==> src/rtl/led_flow_ctrl_pkg.sv <==
// Shared definitions for the LED flow controller slice.
//   mode_t  : pattern mode encodings as seen on the 2-bit mode port
//   state_t : one-hot controller state encodings
//   led_off : all-off pin pattern for a given pin polarity (LED_MAX wide)
package led_pkg;

   localparam int unsigned LED_MAX = 32;

   typedef enum logic [1:0] {
      MODE_UP    = 2'b00,
      MODE_DOWN  = 2'b01,
      MODE_PING  = 2'b10,
      MODE_BLINK = 2'b11
   } mode_t;

   typedef enum logic [2:0] {
      ST_IDLE = 3'b001,
      ST_RUN  = 3'b010,
      ST_DONE = 3'b100
   } state_t;

   // Active-low pins are dark when driven high.
   function automatic logic [LED_MAX-1:0] led_off(input logic active_low);
      return active_low ? '1 : '0;
   endfunction

endpackage

==> src/rtl/led_step_timer.sv <==
// Step timer for the LED flow controller.
//   clk  : system clock
//   rst  : asynchronous active-high reset
//   run  : count while high; counter is held at zero while low
//   tick : high for the cycle in which the counter equals CNT_MAX
module led_step_timer #(
   parameter int unsigned CNT_MAX = 24_999_999,
   parameter int unsigned CNT_W   = 32
) (
   input  logic clk,
   input  logic rst,
   input  logic run,
   output logic tick
);

   logic [CNT_W-1:0] cnt;

   assign tick = run && (cnt == CNT_W'(CNT_MAX));

   always_ff @(posedge clk or posedge rst) begin
      if (rst)
         cnt <= '0;
      else if (!run || tick)
         cnt <= '0;
      else
         cnt <= cnt + CNT_W'(1);
   end

endmodule

==> src/rtl/led_flow_ctrl.sv <==
// Parametrised LED chaser for the vending-machine status panel.
//   clk  : system clock
//   rst  : asynchronous active-high reset
//   en   : level request, pattern runs while high
//   mode : 00 up-chase, 01 down-chase, 10 ping-pong, 11 blink-all
//   led  : registered LED pin drive, polarity set by ACTIVE_LOW
//   busy : registered, high while in RUN
//   done : registered one-cycle pulse when RUN_STEPS steps have elapsed
module led_flow_ctrl
   import led_pkg::*;
#(
   parameter int unsigned LED_NUM    = 4,
   parameter int unsigned CNT_MAX    = 24_999_999,
   parameter int unsigned CNT_W      = 32,
   parameter int unsigned RUN_STEPS  = 0,
   parameter bit          ACTIVE_LOW = 1'b1
) (
   input  logic               clk,
   input  logic               rst,
   input  logic               en,
   input  logic [1:0]         mode,
   output logic [LED_NUM-1:0] led,
   output logic               busy,
   output logic               done
);

   localparam int unsigned POS_W  = (LED_NUM > 1) ? $clog2(LED_NUM) : 1;
   localparam int unsigned STEP_W = (RUN_STEPS > 0) ? $clog2(RUN_STEPS + 1) : 1;

   localparam logic [LED_MAX-1:0] OFF_ALL  = led_off(ACTIVE_LOW);
   localparam logic [LED_NUM-1:0] LED_OFF  = OFF_ALL[LED_NUM-1:0];
   localparam logic [POS_W-1:0]   POS_LAST = POS_W'(LED_NUM - 1);

   state_t              state_q, state_d;
   mode_t               mode_q,  mode_d;
   logic [POS_W-1:0]    pos_q,   pos_d;
   logic                dir_up_q, dir_up_d;
   logic                blink_q, blink_d;
   logic [STEP_W-1:0]   steps_q, steps_d;
   logic [LED_NUM-1:0]  led_q,   led_d;
   logic                busy_q,  busy_d;
   logic                done_q,  done_d;
   logic                tick;
   logic                run;

   // Gating with en clears the timer on the same edge an abort leaves RUN.
   assign run = (state_q == ST_RUN) && en;

   led_step_timer #(
      .CNT_MAX (CNT_MAX),
      .CNT_W   (CNT_W)
   ) u_timer (
      .clk  (clk),
      .rst  (rst),
      .run  (run),
      .tick (tick)
   );

   always_comb begin
      state_d  = state_q;
      mode_d   = mode_q;
      pos_d    = pos_q;
      dir_up_d = dir_up_q;
      blink_d  = blink_q;
      steps_d  = steps_q;
      done_d   = 1'b0;

      case (state_q)
         ST_IDLE: begin
            steps_d = '0;
            if (en) begin
               state_d  = ST_RUN;
               mode_d   = mode_t'(mode);
               blink_d  = 1'b1;
               dir_up_d = 1'b1;
               pos_d    = (mode_t'(mode) == MODE_DOWN) ? POS_LAST : '0;
            end
         end

         ST_RUN: begin
            if (!en) begin
               state_d = ST_IDLE;
            end else if (tick) begin
               steps_d = steps_q + STEP_W'(1);
               if ((RUN_STEPS != 0) && ((32'(steps_q) + 32'd1) == RUN_STEPS)) begin
                  state_d = ST_DONE;
                  done_d  = 1'b1;
               end else begin
                  case (mode_q)
                     MODE_UP:   pos_d = (pos_q == POS_LAST) ? '0 : pos_q + POS_W'(1);
                     MODE_DOWN: pos_d = (pos_q == '0) ? POS_LAST : pos_q - POS_W'(1);
                     MODE_PING: begin
                        // Reverse and step away in one tick so an end LED never repeats.
                        if (dir_up_q) begin
                           if (pos_q == POS_LAST) begin
                              dir_up_d = 1'b0;
                              pos_d    = pos_q - POS_W'(1);
                           end else begin
                              pos_d    = pos_q + POS_W'(1);
                           end
                        end else begin
                           if (pos_q == '0) begin
                              dir_up_d = 1'b1;
                              pos_d    = POS_W'(1);
                           end else begin
                              pos_d    = pos_q - POS_W'(1);
                           end
                        end
                     end
                     default:   blink_d = ~blink_q;
                  endcase
               end
            end
         end

         ST_DONE: begin
            if (!en)
               state_d = ST_IDLE;
         end

         default: begin
            state_d = ST_IDLE;
         end
      endcase

      // Output decode from next-state values so pins change on the state edge.
      busy_d = (state_d == ST_RUN);
      if (state_d != ST_RUN)
         led_d = LED_OFF;
      else if (mode_d == MODE_BLINK)
         led_d = blink_d ? ~LED_OFF : LED_OFF;
      else
         led_d = (LED_NUM'(1) << pos_d) ^ LED_OFF;
   end

   always_ff @(posedge clk or posedge rst) begin
      if (rst) begin
         state_q  <= ST_IDLE;
         mode_q   <= MODE_UP;
         pos_q    <= '0;
         dir_up_q <= 1'b1;
         blink_q  <= 1'b0;
         steps_q  <= '0;
         led_q    <= LED_OFF;
         busy_q   <= 1'b0;
         done_q   <= 1'b0;
      end else begin
         state_q  <= state_d;
         mode_q   <= mode_d;
         pos_q    <= pos_d;
         dir_up_q <= dir_up_d;
         blink_q  <= blink_d;
         steps_q  <= steps_d;
         led_q    <= led_d;
         busy_q   <= busy_d;
         done_q   <= done_d;
      end
   end

   assign led  = led_q;
   assign busy = busy_q;
   assign done = done_q;

endmodule

==> config.mk <==
export PLATFORM = sky130hd
export DESIGN_NAME = led_flow_ctrl
export DESIGN_NICKNAME = d
export VERILOG_FILES = /design/src/rtl/led_flow_ctrl_pkg.sv /design/src/rtl/led_step_timer.sv /design/src/rtl/led_flow_ctrl.sv
export SDC_FILE = /design/constraint.sdc
export NUM_CORES = 1
export LEC_CHECK = 0
export ABC_AREA = 1
export BUFFER_PORTS_ARGS = -buffer_cell sky130_fd_sc_hd__buf_4
export CORE_MARGIN = 8
export CORE_UTILIZATION = 45
export DETAILED_ROUTE_END_ITERATION = 10
export SLEW_MARGIN = 10
export SYNTH_ARGS = -nofsm -noshare
export SYNTH_HDL_FRONTEND = slang
export SYNTH_SLANG_ARGS = --single-unit
==> constraint.sdc <==
create_clock -name clk -period 2.1 [get_ports clk]
set_clock_uncertainty 0.1 [all_clocks]
set_input_delay 0.42 -clock clk [delete_from_list [all_inputs] [get_ports clk]]
set_output_delay 0.42 -clock clk [all_outputs]
set_load 0.01 [all_outputs]
After elaboration in Yosys (flattened, before gate mapping) --
Index checks and enable logic that the tools add are counted.
Cells by class: $add $sub $neg 3, eq/ne operators 15, shifts and indexed selects 1, multiplexer cells 33, bitwise logic cells 2, reduce and logical (&&, ||, !) cells 10
Operators by type and width (number):
- $add A32 B1 Y32 const B | 1
- $eq A32 B25 Y1 const B | 1
- $mux W32 | 1
- $mux W2 | 11
- $mux W4 | 3
- $mux W1 | 11
- $eq A2 B2 Y1 const B | 3
- $eq A3 B2 Y1 const B | 2
- $mux W3 | 2
- $pmux W2 S3 | 1
- $pmux W3 S2 | 1
- $reduce_and A5 Y1 | 1
- $eq A2 B1 Y1 const B | 2
- $logic_not A2 Y1 | 2
- $ne A2 B1 Y1 const B | 2
- $ne A2 B2 Y1 const B | 2
- $not A4 Y4 | 1
- $pmux W1 S2 | 2
- $pmux W2 S2 | 1
- $shl A1 B2 Y4 const A | 1
- $eq A3 B1 Y1 const B | 1
- $eq A3 B3 Y1 const B | 1
- $ne A3 B2 Y1 const B | 1
- $reduce_or A3 Y1 | 1
- other kinds (8) | 9
Storage, ports and cells: register bits 46, output and inout bits 6, word-level logic and storage cells 72

Logic depth before layout (Yosys ltp) --
Gate-level depths: netlist of the first run.
depth in word-level cells 11, mapped depth 14, mapped depth without buffers 14

Hierarchy --
Synthesis of the first run repeated with hierarchy kept, for this count alone.
Second synthesis, totals: cells, all modules 434, area total of the unflattened synthesis 2911.5 µm²
Modules (own cells, without submodules):
- led_step_timer | times used 1, cells each 307, area an instance 2013.2 µm², sequential area each 800.8 µm²
- led_flow_ctrl | times used 1, cells each 127, area an instance 898.4 µm², sequential area each 357.8 µm²

Worst setup path after synthesis of the first run --
OpenSTA, ideal clock, no wires.
kind register to register, start register u_timer.cnt[0], end register u_timer.cnt[30], setup time 0.121 ns, data arrival time 1.454 ns, data required time 1.879 ns, setup slack 0.425 ns, cell stages (with the launch flop) 12, buffers on the path 0, cells stage by stage dfrtp_1 -> ha_1 -> nand3_2 -> inv_2 -> nand2_2 -> nor2_4 -> nand2_4 -> nor2_4 -> nand3_4 -> nor2_4 -> nand2_1 -> nor3b_2
On the way: longest elaborated chain between the ends 4, elaborated cells on any way between the ends 5, classes of those cells add/sub (1); eq/ne (1); mux (1); reduce/logical (2)
RTL lines:
- start, declared | line led_step_timer.sv:16 | logic [CNT_W-1:0] cnt;
- start signal, assigned | line led_step_timer.sv:26 | cnt <= cnt + CNT_W'(1);
- branches (longest 3 deep; another with $add A32 B1 Y32)
- $mux W32 (*) | line led_step_timer.sv:23 | else if (!run || tick)
Mark *: on every way between the ends. A chain may end at the register's enable or synchronous reset.

Final worst setup path of the first run --
Ends and elaborated chain as after synthesis.

==> report_table.html, run 1 <==
<table>
<tr><th>Metric</th><th>Value</th></tr>
<tr><th colspan="2">Floorplanning</th></tr>
<tr><td>Die Footprint</td><td>0.00890 sq mm</td></tr>
<tr><td>Die extent in y</td><td>94.4 um</td></tr>
<tr><td>Initial core utilization</td><td>0.467</td></tr>
<tr><td>Area of the core</td><td>0.00592 sq mm</td></tr>
<tr><td>Std cell rows</td><td>28</td></tr>
<tr><td>Horizontal die dimension</td><td>94.4 um</td></tr>
<tr><td>I/O pin total</td><td>11</td></tr>
<tr><th colspan="2">Place</th></tr>
<tr><td>Worst slack at placement</td><td>0.164 ns</td></tr>
<tr><td>HPWL after detailed placement</td><td>4510 um</td></tr>
<tr><td>Port Buffer Count</td><td>9</td></tr>
<tr><td>Inst Count DP</td><td>442</td></tr>
<tr><td>Gpl congestion</td><td>0.891</td></tr>
<tr><td>Cell area after placement</td><td>0.00294 sq mm</td></tr>
<tr><th colspan="2">Global route</th></tr>
<tr><td>Wire length of the first global-routing pass</td><td>10300 um</td></tr>
<tr><td>Gr ovfl total</td><td>0</td></tr>
<tr><td>Antenna violations before repair</td><td>0</td></tr>
<tr><td>Vias in the first global route</td><td>2289</td></tr>
<tr><td>Pin count of the biggest net entering global routing</td><td>47</td></tr>
<tr><td>Total track usage</td><td>0.144</td></tr>
<tr><th colspan="2">Critical path</th></tr>
<tr><td>CP max-delay cell</td><td>sky130_fd_sc_hd__dfrtp_1</td></tr>
<tr><td>Element type at the critical path start</td><td>flip-flop</td></tr>
<tr><td>Most common cell type on the critical path</td><td>sky130_fd_sc_hd__nand2_1</td></tr>
<tr><td>Endpoint of the worst setup timing path</td><td>u_timer.cnt[30]$_DFF_PP0_</td></tr>
<tr><td>Critical path endpoint category</td><td>flip-flop</td></tr>
<tr><td>Capture point of the worst reg-to-reg path</td><td>u_timer.cnt[30]$_DFF_PP0_</td></tr>
<tr><td>Critical-path maximum fanout</td><td>14</td></tr>
<tr><td>Crit Path Class</td><td>reg2reg</td></tr>
<tr><td>Launch point of the critical path</td><td>u_timer.cnt[0]$_DFF_PP0_</td></tr>
<tr><td>Cell chain of the critical path</td><td>ha_1 &gt; nand3_2 &gt; inv_2 &gt; nand2_1 &gt; nor2_2 &gt; nand2_1 &gt; inv_1 &gt; nor2_4 &gt; inv_4 &gt; buf_4 &gt; nor3b_2</td></tr>
<tr><td>Worst Reg2Reg Path Length in Cells</td><td>11</td></tr>
<tr><td>FF-to-FF setup slack</td><td>0.22 ns</td></tr>
<tr><td>Crit path required time</td><td>2.22 ns</td></tr>
<tr><td>Startpoint of the lowest-slack register-to-register path</td><td>u_timer.cnt[0]$_DFF_PP0_</td></tr>
<tr><td>Max stage delay on crit path</td><td>0.40 ns</td></tr>
<tr><td>Data arrival time of the critical path</td><td>2.00 ns</td></tr>
<tr><th colspan="2">Cells and area</th></tr>
<tr><td>N_diodes</td><td>0</td></tr>
<tr><td>Post-route cell area</td><td>0.00304 sq mm</td></tr>
<tr><td>Fraction of layout cells with a size suffix above 1</td><td>0.171</td></tr>
<tr><td>Cell Count, Final, Fillers Out</td><td>450</td></tr>
<tr><td>Total of fill cells in the finished design</td><td>590</td></tr>
<tr><td>NumNets Final</td><td>383</td></tr>
<tr><td>Relative area change from synthesis to final layout</td><td>9.92%</td></tr>
<tr><th colspan="2">Synthesis</th></tr>
<tr><td>Compound-gate portion of the synthesized area</td><td>0.0616</td></tr>
<tr><td>Number of warnings reported in the yosys synthesis log</td><td>0</td></tr>
<tr><td>Part of the Yosys area used for sequential elements</td><td>0.419</td></tr>
<tr><td>Share of synthesized area spent on multiplexers</td><td>0</td></tr>
<tr><td>Synthesized-area fraction occupied by xor and xnor cells</td><td>0.0602</td></tr>
<tr><td>Largest family of logic cells by synthesized area</td><td>simple AND/OR/NAND/NOR gates</td></tr>
<tr><td>Synthesized-area fraction occupied by adder cells</td><td>0.0181</td></tr>
<tr><td>Syn Area/Cell</td><td>7.76 sq um</td></tr>
<tr><td>Post-synthesis share of cell area spent on and, or, nand and nor gates</td><td>0.355</td></tr>
<tr><td>Number of library cell types mapped by synthesis</td><td>34</td></tr>
<tr><td>Mapped Cells</td><td>356</td></tr>
<tr><td>Synthesis-stage register bit count</td><td>46</td></tr>
<tr><td>Number of nets in the synthesized netlist</td><td>365</td></tr>
<tr><td>Synthesized area</td><td>0.00276 sq mm</td></tr>
<tr><th colspan="2">Job</th></tr>
<tr><td>Max Cap Viol</td><td>0</td></tr>
<tr><th colspan="2">Min path</th></tr>
<tr><td>Type of the worst min-delay path</td><td>in2async</td></tr>
<tr><th colspan="2">Clocking</th></tr>
<tr><td>Clock tree from TritonCTS</td><td>done</td></tr>
<tr><td>Number of CTS-inserted buffers</td><td>5</td></tr>
<tr><td>Clock latency on the worst-skew pair</td><td>0.30 ns</td></tr>
<tr><td>Max clock buf depth</td><td>2</td></tr>
<tr><td>Clk slew on worst S/H paths</td><td>0.09 ns</td></tr>
<tr><td>Sink Count</td><td>46</td></tr>
<tr><td>CTS root buf</td><td>sky130_fd_sc_hd__clkbuf_8</td></tr>
<tr><td># H-tree levels</td><td>2</td></tr>
<tr><td>Post-CTS repair timing setup buffer count</td><td>0</td></tr>
<tr><th colspan="2">Routing</th></tr>
<tr><td>Routed WL</td><td>5870 um</td></tr>
<tr><td>Total number of vias</td><td>2281</td></tr>
<tr><td>Number of design-rule violations left by the first detailed-router iteration</td><td>115</td></tr>
<tr><td>Post-DR vias/cell</td><td>5.07</td></tr>
<tr><td>Post-DR wirelength/cell</td><td>13.0 um</td></tr>
<tr><td>Detailed-routing iteration count for the pre-antenna-repair pass</td><td>4</td></tr>
<tr><td>ANT nets after route</td><td>0</td></tr>
<tr><td>DRC violations left</td><td>0</td></tr>
<tr><th colspan="2">STA</th></tr>
<tr><td>RSZ-0062 raised after global routing</td><td>false</td></tr>
<tr><td>Final setup margin</td><td>0.219 ns</td></tr>
<tr><td>Max-slew violation count</td><td>0</td></tr>
<tr><td>Number of hold violations in the final report</td><td>0</td></tr>
<tr><td>Final setup fails</td><td>0</td></tr>
<tr><td>Shortest period the worst path allows</td><td>1.88 ns</td></tr>
<tr><td>Tightest slew margin relative to the limit</td><td>0.616</td></tr>
<tr><td>Slew at the pin with the worst max-slew slack</td><td>0.576 ns</td></tr>
<tr><td>Final worst-path cycle share</td><td>0.895</td></tr>
<tr><td>Highest attainable clock frequency</td><td>0.532 GHz</td></tr>
<tr><td>Sum of negative setup slack</td><td>0 ns</td></tr>
<tr><th colspan="2">Pwr</th></tr>
<tr><td>Static power due to leakage</td><td>1.28 nW</td></tr>
<tr><td>Worst IR drop on VDD</td><td>472 uV</td></tr>
<tr><td>Fraction of power consumed by the clock network</td><td>0.250</td></tr>
<tr><td>Net load switching power</td><td>0.000784 W</td></tr>
<tr><td>Net switching share of the total power</td><td>0.344</td></tr>
<tr><td>Logic pwr share</td><td>0.274</td></tr>
<tr><td>Int Power</td><td>0.00149 W</td></tr>
<tr><td>P per Cell Area</td><td>750 mW/mm^2</td></tr>
<tr><td>Total power</td><td>0.00228 W</td></tr>
<tr><td>Fraction of power consumed by sequential logic</td><td>0.476</td></tr>
<tr><th colspan="2">Status</th></tr>
<tr><td>Run status</td><td>finished, final reports clean</td></tr>
</table>
## power groups by stage
stage	combinational (W)	sequential [W]	clock, W
2_1_floorplan	0.000467	0.00109	0
3_3_place_gp	0.000620	0.00110	0
3_5_place_dp	0.000625	0.00110	0
4_1_cts	0.000628	0.00109	0.000592
5_1_grt	0.000729	0.00110	0.000624
6_report	0.000623	0.00109	0.000569
## cell type report
class	count	area (sq um)	area share
flip-flops and latches	46	1160	0.382
clock buffers	6	82.6	0.0272
clock inverters	2	12.5	0.00412
well taps	75	93.8	0.0309
repair buffers	14	105	0.0346
inverters	56	213	0.0700
multi-input cells	251	1370	0.452
## registers in the layout (all words and copies together) (netlist names)
signal and count:
blink_q 1, mode_q 2, u_timer.cnt 32, busy 1
pos_q 2, dir_up_q 1, led 4, state_q 3
## per-stage QoR
| stage | util | hold WS [ns] |
|---|---|---|
| detailed placement | 0.496 | 0.343 |
| floorplan | - | 0.324 |
| global route | 0.513 | 0.226 |
| finish | 0.513 | 0.167 |
| global placement | 0.496 | 0.335 |
| CTS | 0.512 | 0.186 |
## layout by cell type (no fill, tap or decap), drive strengths merged
cell type and instances:
nand2 78, nor2 65, inv 54, dfrtp 40, nor3 20, xor2 17
o21ai 16, nand3 16, buf 14, nand4 13, a21oi 10, clkbuf 6
dfstp 6, ha 4, clkinv 3, nor4 3, o21a 2, xnor2 2
nor3b 1, and3 1, o211ai 1, o22ai 1, conb 1, clkinvlp 1
## per-layer routing
layer / GRT usage / routed length, um / share of wire
met3: 0.0238 / 235 / 0.040
met2: 0.216 / 2530 / 0.43
met1: 0.203 / 3030 / 0.52
met5: 0 / 0 / 0
met4: 0.0476 / 72 / 0.012
## synth_stat cells (all sizes together)
library cell  number  area (sq um)
ha                 4          50.1
nor4               3          25.0
a21oi             10          61.3
nand4             13          81.3
o21a               2          15.0
dfrtp             40          1000
buf                3          22.5
and3               1          6.26
nor2              65           299
nand2             78           318
conb               1          3.75
nor3b              1          12.5
xor2              17           149
o21ai             16          80.1
dfstp              6           158
o211ai             1          7.51
o22ai              1          6.26
inv               54           203
clkinv             2          7.51
nand3             16           118
xnor2              2          17.5
nor3              20           121
## repair_timing
action                                 in CTS  in global routing
endpoints found under the hold margin       0                  0
setup endpoints to repair                   0                  7
gates resized for setup                     0                  1
hold buffers                                0                  0
## worst min path at each step
| stage | startpoint | endpoint | slack (ns) | depth (start not counted) |
|---|---|---|---|---|
| finish | rst | u_timer.cnt[15]$_DFF_PP0_ | 0.17 | 3 |
| global route | rst | u_timer.cnt[6]$_DFF_PP0_ | 0.23 | 3 |
| CTS | rst | state_q[2]$_DFF_PP0_ | 0.19 | 3 |
| detailed placement | u_timer.cnt[0]$_DFF_PP0_ | u_timer.cnt[0]$_DFF_PP0_ | 0.34 | 1 |
| global placement | u_timer.cnt[0]$_DFF_PP0_ | u_timer.cnt[0]$_DFF_PP0_ | 0.33 | 1 |
| floorplan | u_timer.cnt[0]$_DFF_PP0_ | u_timer.cnt[0]$_DFF_PP0_ | 0.32 | 1 |
## worst max-delay path, delay by kind of cell, from the launching register on
| kind | cells | cell delay, ns |
|---|---|---|
| flops | 1 | 0.40 |
| fa+ha+maj | 1 | 0.24 |
| buf+inv | 4 | 0.42 |
| simple gates | 6 | 0.65 |
## logic make-up (layout without fill, tap and decap cells)
| family | count (synthesis) | in the layout |
|---|---|---|
| compound gates | 30 | 30 |
| xor+xnor | 19 | 19 |
| fa+ha+maj | 4 | 4 |
| buf+inv | 59 | 78 |
| flops | 46 | 46 |
| other cells | 1 | 1 |
| simple gates | 197 | 197 |
Note: power is estimated with default switching activity, not from simulation.
==> run 2, diff against run 1 <==
==> constraint.sdc (replaced) <==
create_clock -name clk -period 2.1 [get_ports clk]
set_clock_uncertainty 0.1 [all_clocks]
set_input_delay 0.105 -clock clk [delete_from_list [all_inputs] [get_ports clk]]
set_output_delay 0.105 -clock clk [all_outputs]
set_load 0.01 [all_outputs]
==> run 2 against run 1 <==
  * Via count down 0.22%
  * Largest cell class unchanged
  * Critical endpoint unchanged
  * Design area up 2.6%
  * Count of clock-buffer cells in the layout unchanged
  * Worst hold slack worse by 0.12 ns
  * Fmax up 0.81%
  * First-iteration DRC count up 7.0%
  * Non-clock buffer count up 2
  * Critical path depth unchanged
  * Sequential share of layout area down 0.98 points
  * Flip-flop and latch count unchanged
==> report_table.html, run 2 (synthesized netlist as in run 1, its figures left out) <==
<table>
<tr><th>Metric</th><th>Value</th></tr>
<tr><th colspan="2">Status</th></tr>
<tr><td>Run status</td><td>finished, final reports clean (unchanged)</td></tr>
<tr><th colspan="2">Global route</th></tr>
<tr><td>Pin count of the biggest net entering global routing</td><td>20 (was 47)</td></tr>
<tr><td>Antenna violations before repair</td><td>0 (unchanged)</td></tr>
<tr><td>Vias in the first global route</td><td>2244 (was 2289)</td></tr>
<tr><td>Wire length of the first global-routing pass</td><td>10400 um (was 10300 um)</td></tr>
<tr><td>Gr ovfl total</td><td>0 (unchanged)</td></tr>
<tr><td>Total track usage</td><td>0.146 (was 0.144)</td></tr>
<tr><th colspan="2">Cells and area</th></tr>
<tr><td>Largest register by flop count</td><td>u_timer.cnt (unchanged)</td></tr>
<tr><td>Fraction of layout cells with a size suffix above 1</td><td>0.170 (was 0.171)</td></tr>
<tr><td>Most common cell after layout, fill and taps aside</td><td>sky130_fd_sc_hd__nand2_1 (unchanged)</td></tr>
<tr><td>Commonest cells after routing, fill and taps aside</td><td>sky130_fd_sc_hd__nand2_1, sky130_fd_sc_hd__nor2_1, sky130_fd_sc_hd__inv_1 (unchanged)</td></tr>
<tr><td>Relative area change from synthesis to final layout</td><td>12.8% (was 9.92%)</td></tr>
<tr><td>Area of all sequential standard cells</td><td>0.00116 sq mm (unchanged)</td></tr>
<tr><td>Total of fill cells in the finished design</td><td>560 (was 590)</td></tr>
<tr><td>Number of flip-flops under the largest register name</td><td>32 (unchanged)</td></tr>
<tr><td>Area taken by multi-input logic gates</td><td>0.00137 sq mm (unchanged)</td></tr>
<tr><td>Final core utilization</td><td>0.526 (was 0.513)</td></tr>
<tr><td>Cell Count, Final, Fillers Out</td><td>452 (was 450)</td></tr>
<tr><td>N_diodes</td><td>0 (unchanged)</td></tr>
<tr><td>NumNets Final</td><td>385 (was 383)</td></tr>
<tr><th colspan="2">Critical path</th></tr>
<tr><td>Element type at the critical path start</td><td>flip-flop (unchanged)</td></tr>
<tr><td>Capture point of the worst reg-to-reg path</td><td>u_timer.cnt[30]$_DFF_PP0_ (unchanged)</td></tr>
<tr><td>Startpoint of the lowest-slack register-to-register path</td><td>u_timer.cnt[0]$_DFF_PP0_ (unchanged)</td></tr>
<tr><td>Endpoint of the worst setup timing path</td><td>u_timer.cnt[30]$_DFF_PP0_ (unchanged)</td></tr>
<tr><td>Critical-path maximum fanout</td><td>4 (was 14)</td></tr>
<tr><td>Worst Reg2Reg Path Length in Cells</td><td>11 (unchanged)</td></tr>
<tr><td>Critical path endpoint category</td><td>flip-flop (unchanged)</td></tr>
<tr><td>Most common cell type on the critical path</td><td>sky130_fd_sc_hd__nor2_4 (was sky130_fd_sc_hd__nand2_1)</td></tr>
<tr><td>Cell chain of the critical path</td><td>ha_1 &gt; nand3_2 &gt; inv_2 &gt; nand2_2 &gt; nor2_4 &gt; nand2_4 &gt; nor2_4 &gt; nand3_4 &gt; nor2_4 &gt; nand2_1 &gt; nor3b_2 (was ha_1 &gt; nand3_2 &gt; inv_2 &gt; nand2_1 &gt; nor2_2 &gt; nand2_1 &gt; inv_1 &gt; nor2_4 &gt; inv_4 &gt; buf_4 &gt; nor3b_2)</td></tr>
<tr><td>Launch point of the critical path</td><td>u_timer.cnt[0]$_DFF_PP0_ (unchanged)</td></tr>
<tr><td>Max stage delay on crit path</td><td>0.37 ns (was 0.40 ns)</td></tr>
<tr><td>CP max-delay cell</td><td>sky130_fd_sc_hd__dfrtp_1 (unchanged)</td></tr>
<tr><td>Data arrival time of the critical path</td><td>1.96 ns (was 2.00 ns)</td></tr>
<tr><td>Crit Path Class</td><td>reg2reg (unchanged)</td></tr>
<tr><td>FF-to-FF setup slack</td><td>0.23 ns (was 0.22 ns)</td></tr>
<tr><td>Crit path required time</td><td>2.19 ns (was 2.22 ns)</td></tr>
<tr><th colspan="2">Place</th></tr>
<tr><td>HPWL after detailed placement</td><td>4670 um (was 4510 um)</td></tr>
<tr><td>Inst Count DP</td><td>442 (unchanged)</td></tr>
<tr><td>Gpl congestion</td><td>0.930 (was 0.891)</td></tr>
<tr><td>Port Buffer Count</td><td>9 (unchanged)</td></tr>
<tr><td>Worst slack at placement</td><td>0.162 ns (was 0.164 ns)</td></tr>
<tr><th colspan="2">Floorplanning</th></tr>
<tr><td>Die extent in y</td><td>94.4 um (unchanged)</td></tr>
<tr><td>Std cell rows</td><td>28 (unchanged)</td></tr>
<tr><td>I/O pin total</td><td>11 (unchanged)</td></tr>
<tr><td>Die Footprint</td><td>0.00890 sq mm (unchanged)</td></tr>
<tr><td>Initial core utilization</td><td>0.467 (unchanged)</td></tr>
<tr><td>Area of the core</td><td>0.00592 sq mm (unchanged)</td></tr>
<tr><td>Horizontal die dimension</td><td>94.4 um (unchanged)</td></tr>
<tr><th colspan="2">Routing</th></tr>
<tr><td>Total number of vias</td><td>2276 (was 2281)</td></tr>
<tr><td>Routed WL</td><td>5960 um (was 5870 um)</td></tr>
<tr><td>DRC violations left</td><td>0 (unchanged)</td></tr>
<tr><td>ANT nets after route</td><td>0 (unchanged)</td></tr>
<tr><td>Number of design-rule violations left by the first detailed-router iteration</td><td>123 (was 115)</td></tr>
<tr><td>Detailed-routing iteration count for the pre-antenna-repair pass</td><td>5 (was 4)</td></tr>
<tr><td>Post-DR wirelength/cell</td><td>13.2 um (was 13.0 um)</td></tr>
<tr><td>Post-DR vias/cell</td><td>5.04 (was 5.07)</td></tr>
<tr><th colspan="2">STA</th></tr>
<tr><td>Number of hold violations in the final report</td><td>0 (unchanged)</td></tr>
<tr><td>Shortest period the worst path allows</td><td>1.87 ns (was 1.88 ns)</td></tr>
<tr><td>Final worst-path cycle share</td><td>0.888 (was 0.895)</td></tr>
<tr><td>Max-slew violation count</td><td>0 (unchanged)</td></tr>
<tr><td>Final setup fails</td><td>0 (unchanged)</td></tr>
<tr><td>Sum of negative setup slack</td><td>0 ns (unchanged)</td></tr>
<tr><td>Final setup margin</td><td>0.235 ns (was 0.219 ns)</td></tr>
<tr><td>Highest attainable clock frequency</td><td>0.536 GHz (was 0.532 GHz)</td></tr>
<tr><td>RSZ-0062 raised after global routing</td><td>false (unchanged)</td></tr>
<tr><th colspan="2">Clocking</th></tr>
<tr><td>Sink Count</td><td>46 (unchanged)</td></tr>
<tr><td>CTS root buf</td><td>sky130_fd_sc_hd__clkbuf_8 (unchanged)</td></tr>
<tr><td>Clock latency on the worst-skew pair</td><td>0.30 ns (about the same)</td></tr>
<tr><td>Clk slew on worst S/H paths</td><td>0.09 ns (about the same)</td></tr>
<tr><td>Number of CTS-inserted buffers</td><td>5 (unchanged)</td></tr>
<tr><td># H-tree levels</td><td>2 (unchanged)</td></tr>
<tr><td>Clock tree from TritonCTS</td><td>done (unchanged)</td></tr>
<tr><td>Max clock buf depth</td><td>2 (unchanged)</td></tr>
<tr><th colspan="2">Job</th></tr>
<tr><td>Max Cap Viol</td><td>0 (unchanged)</td></tr>
<tr><th colspan="2">Pwr</th></tr>
<tr><td>Int Power</td><td>0.00174 W (was 0.00149 W)</td></tr>
<tr><td>Logic pwr share</td><td>0.252 (was 0.274)</td></tr>
<tr><td>P per Cell Area</td><td>812 mW/mm^2 (was 750 mW/mm^2)</td></tr>
<tr><td>Fraction of power consumed by sequential logic</td><td>0.428 (was 0.476)</td></tr>
<tr><td>Fraction of power consumed by the clock network</td><td>0.320 (was 0.250)</td></tr>
<tr><td>Static power due to leakage</td><td>1.32 nW (was 1.28 nW)</td></tr>
<tr><td>Net load switching power</td><td>0.000789 W (was 0.000784 W)</td></tr>
<tr><td>Worst IR drop on VDD</td><td>499 uV (was 472 uV)</td></tr>
<tr><td>Net switching share of the total power</td><td>0.311 (was 0.344)</td></tr>
<tr><th colspan="2">Min path</th></tr>
<tr><td>Type of the worst min-delay path</td><td>in2reg (was in2async)</td></tr>
</table>
## run 2: changes by cell type in the layout (fill, tap and decap cells not counted)
cell | previous run | this run
sky130_fd_sc_hd__clkinv_2 | 1 | 0
sky130_fd_sc_hd__dlygate4sd3_1 | 0 | 2
sky130_fd_sc_hd__bufinv_16 | 0 | 2
sky130_fd_sc_hd__clkinvlp_4 | 1 | 0
sky130_fd_sc_hd__buf_4 | 14 | 13
sky130_fd_sc_hd__buf_12 | 0 | 1
## run 2: how the worst min path moves through the flow
stage                                 to  depth (start not counted)     from
floorplan            mode_q[0]$_DFF_PP0_                          2  mode[0]
global placement    state_q[1]$_DFF_PP0_                          2      rst
detailed placement  state_q[1]$_DFF_PP0_                          2      rst
CTS                  mode_q[1]$_DFF_PP0_                          3  mode[1]
global route         mode_q[1]$_DFF_PP0_                          3  mode[1]
finish               mode_q[1]$_DFF_PP0_                          3  mode[1]
## run 2: metal layers
metal	wire, um	GRT usage
met5	0	0
met4	63	0.0396
met3	293	0.0310
met2	2640	0.227
met1	2960	0.200
## run 2: cell type report
type                            count  share of cell area
Multi-Input combinational cell    251               0.440
Sequential cell                    46               0.372
Inverter                           56              0.0682
Timing Repair Buffer               16              0.0442
Tap cell                           75              0.0301
Clock buffer                        6              0.0265
Clock inverter                      2              0.0193
## run 2: power groups by stage
stage	clock (W)	combinational, W	sequential, W
2_1_floorplan	0	0.000467	0.00109
3_3_place_gp	0	0.000622	0.00110
3_5_place_dp	0	0.000639	0.00110
4_1_cts	0.000831	0.000644	0.00108
5_1_grt	0.000862	0.000741	0.00110
6_report	0.000811	0.000637	0.00108
## run 2: through the flow
step / power, W / area [sq um] / hold slack [ns]
after floorplan: 0.00156 / 2760 / 0.157
after global placement: 0.00172 / 2950 / -0.00713
after detailed placement: 0.00174 / 2950 / -0.00554
after CTS: 0.00256 / 3110 / 0.0372
after global routing: 0.00270 / 3120 / 0.0404
final: 0.00253 / 3120 / 0.0490
## run 2: timing repair
action	4_1_cts	5_1_grt
hold buffers	2	0
setup buffers	0	0
hold endpoints to repair	15	0
setup endpoints to repair	0	10
resized for setup	0	2
## run 2: critical path: cells and delay by family (launching register included)
kind	cells	cell delay [ns]
flip-flops	1	0.37
buffers and inverters	1	0.08
AND/OR/NAND/NOR	9	0.97
adder cells (fa/ha/maj)	1	0.21
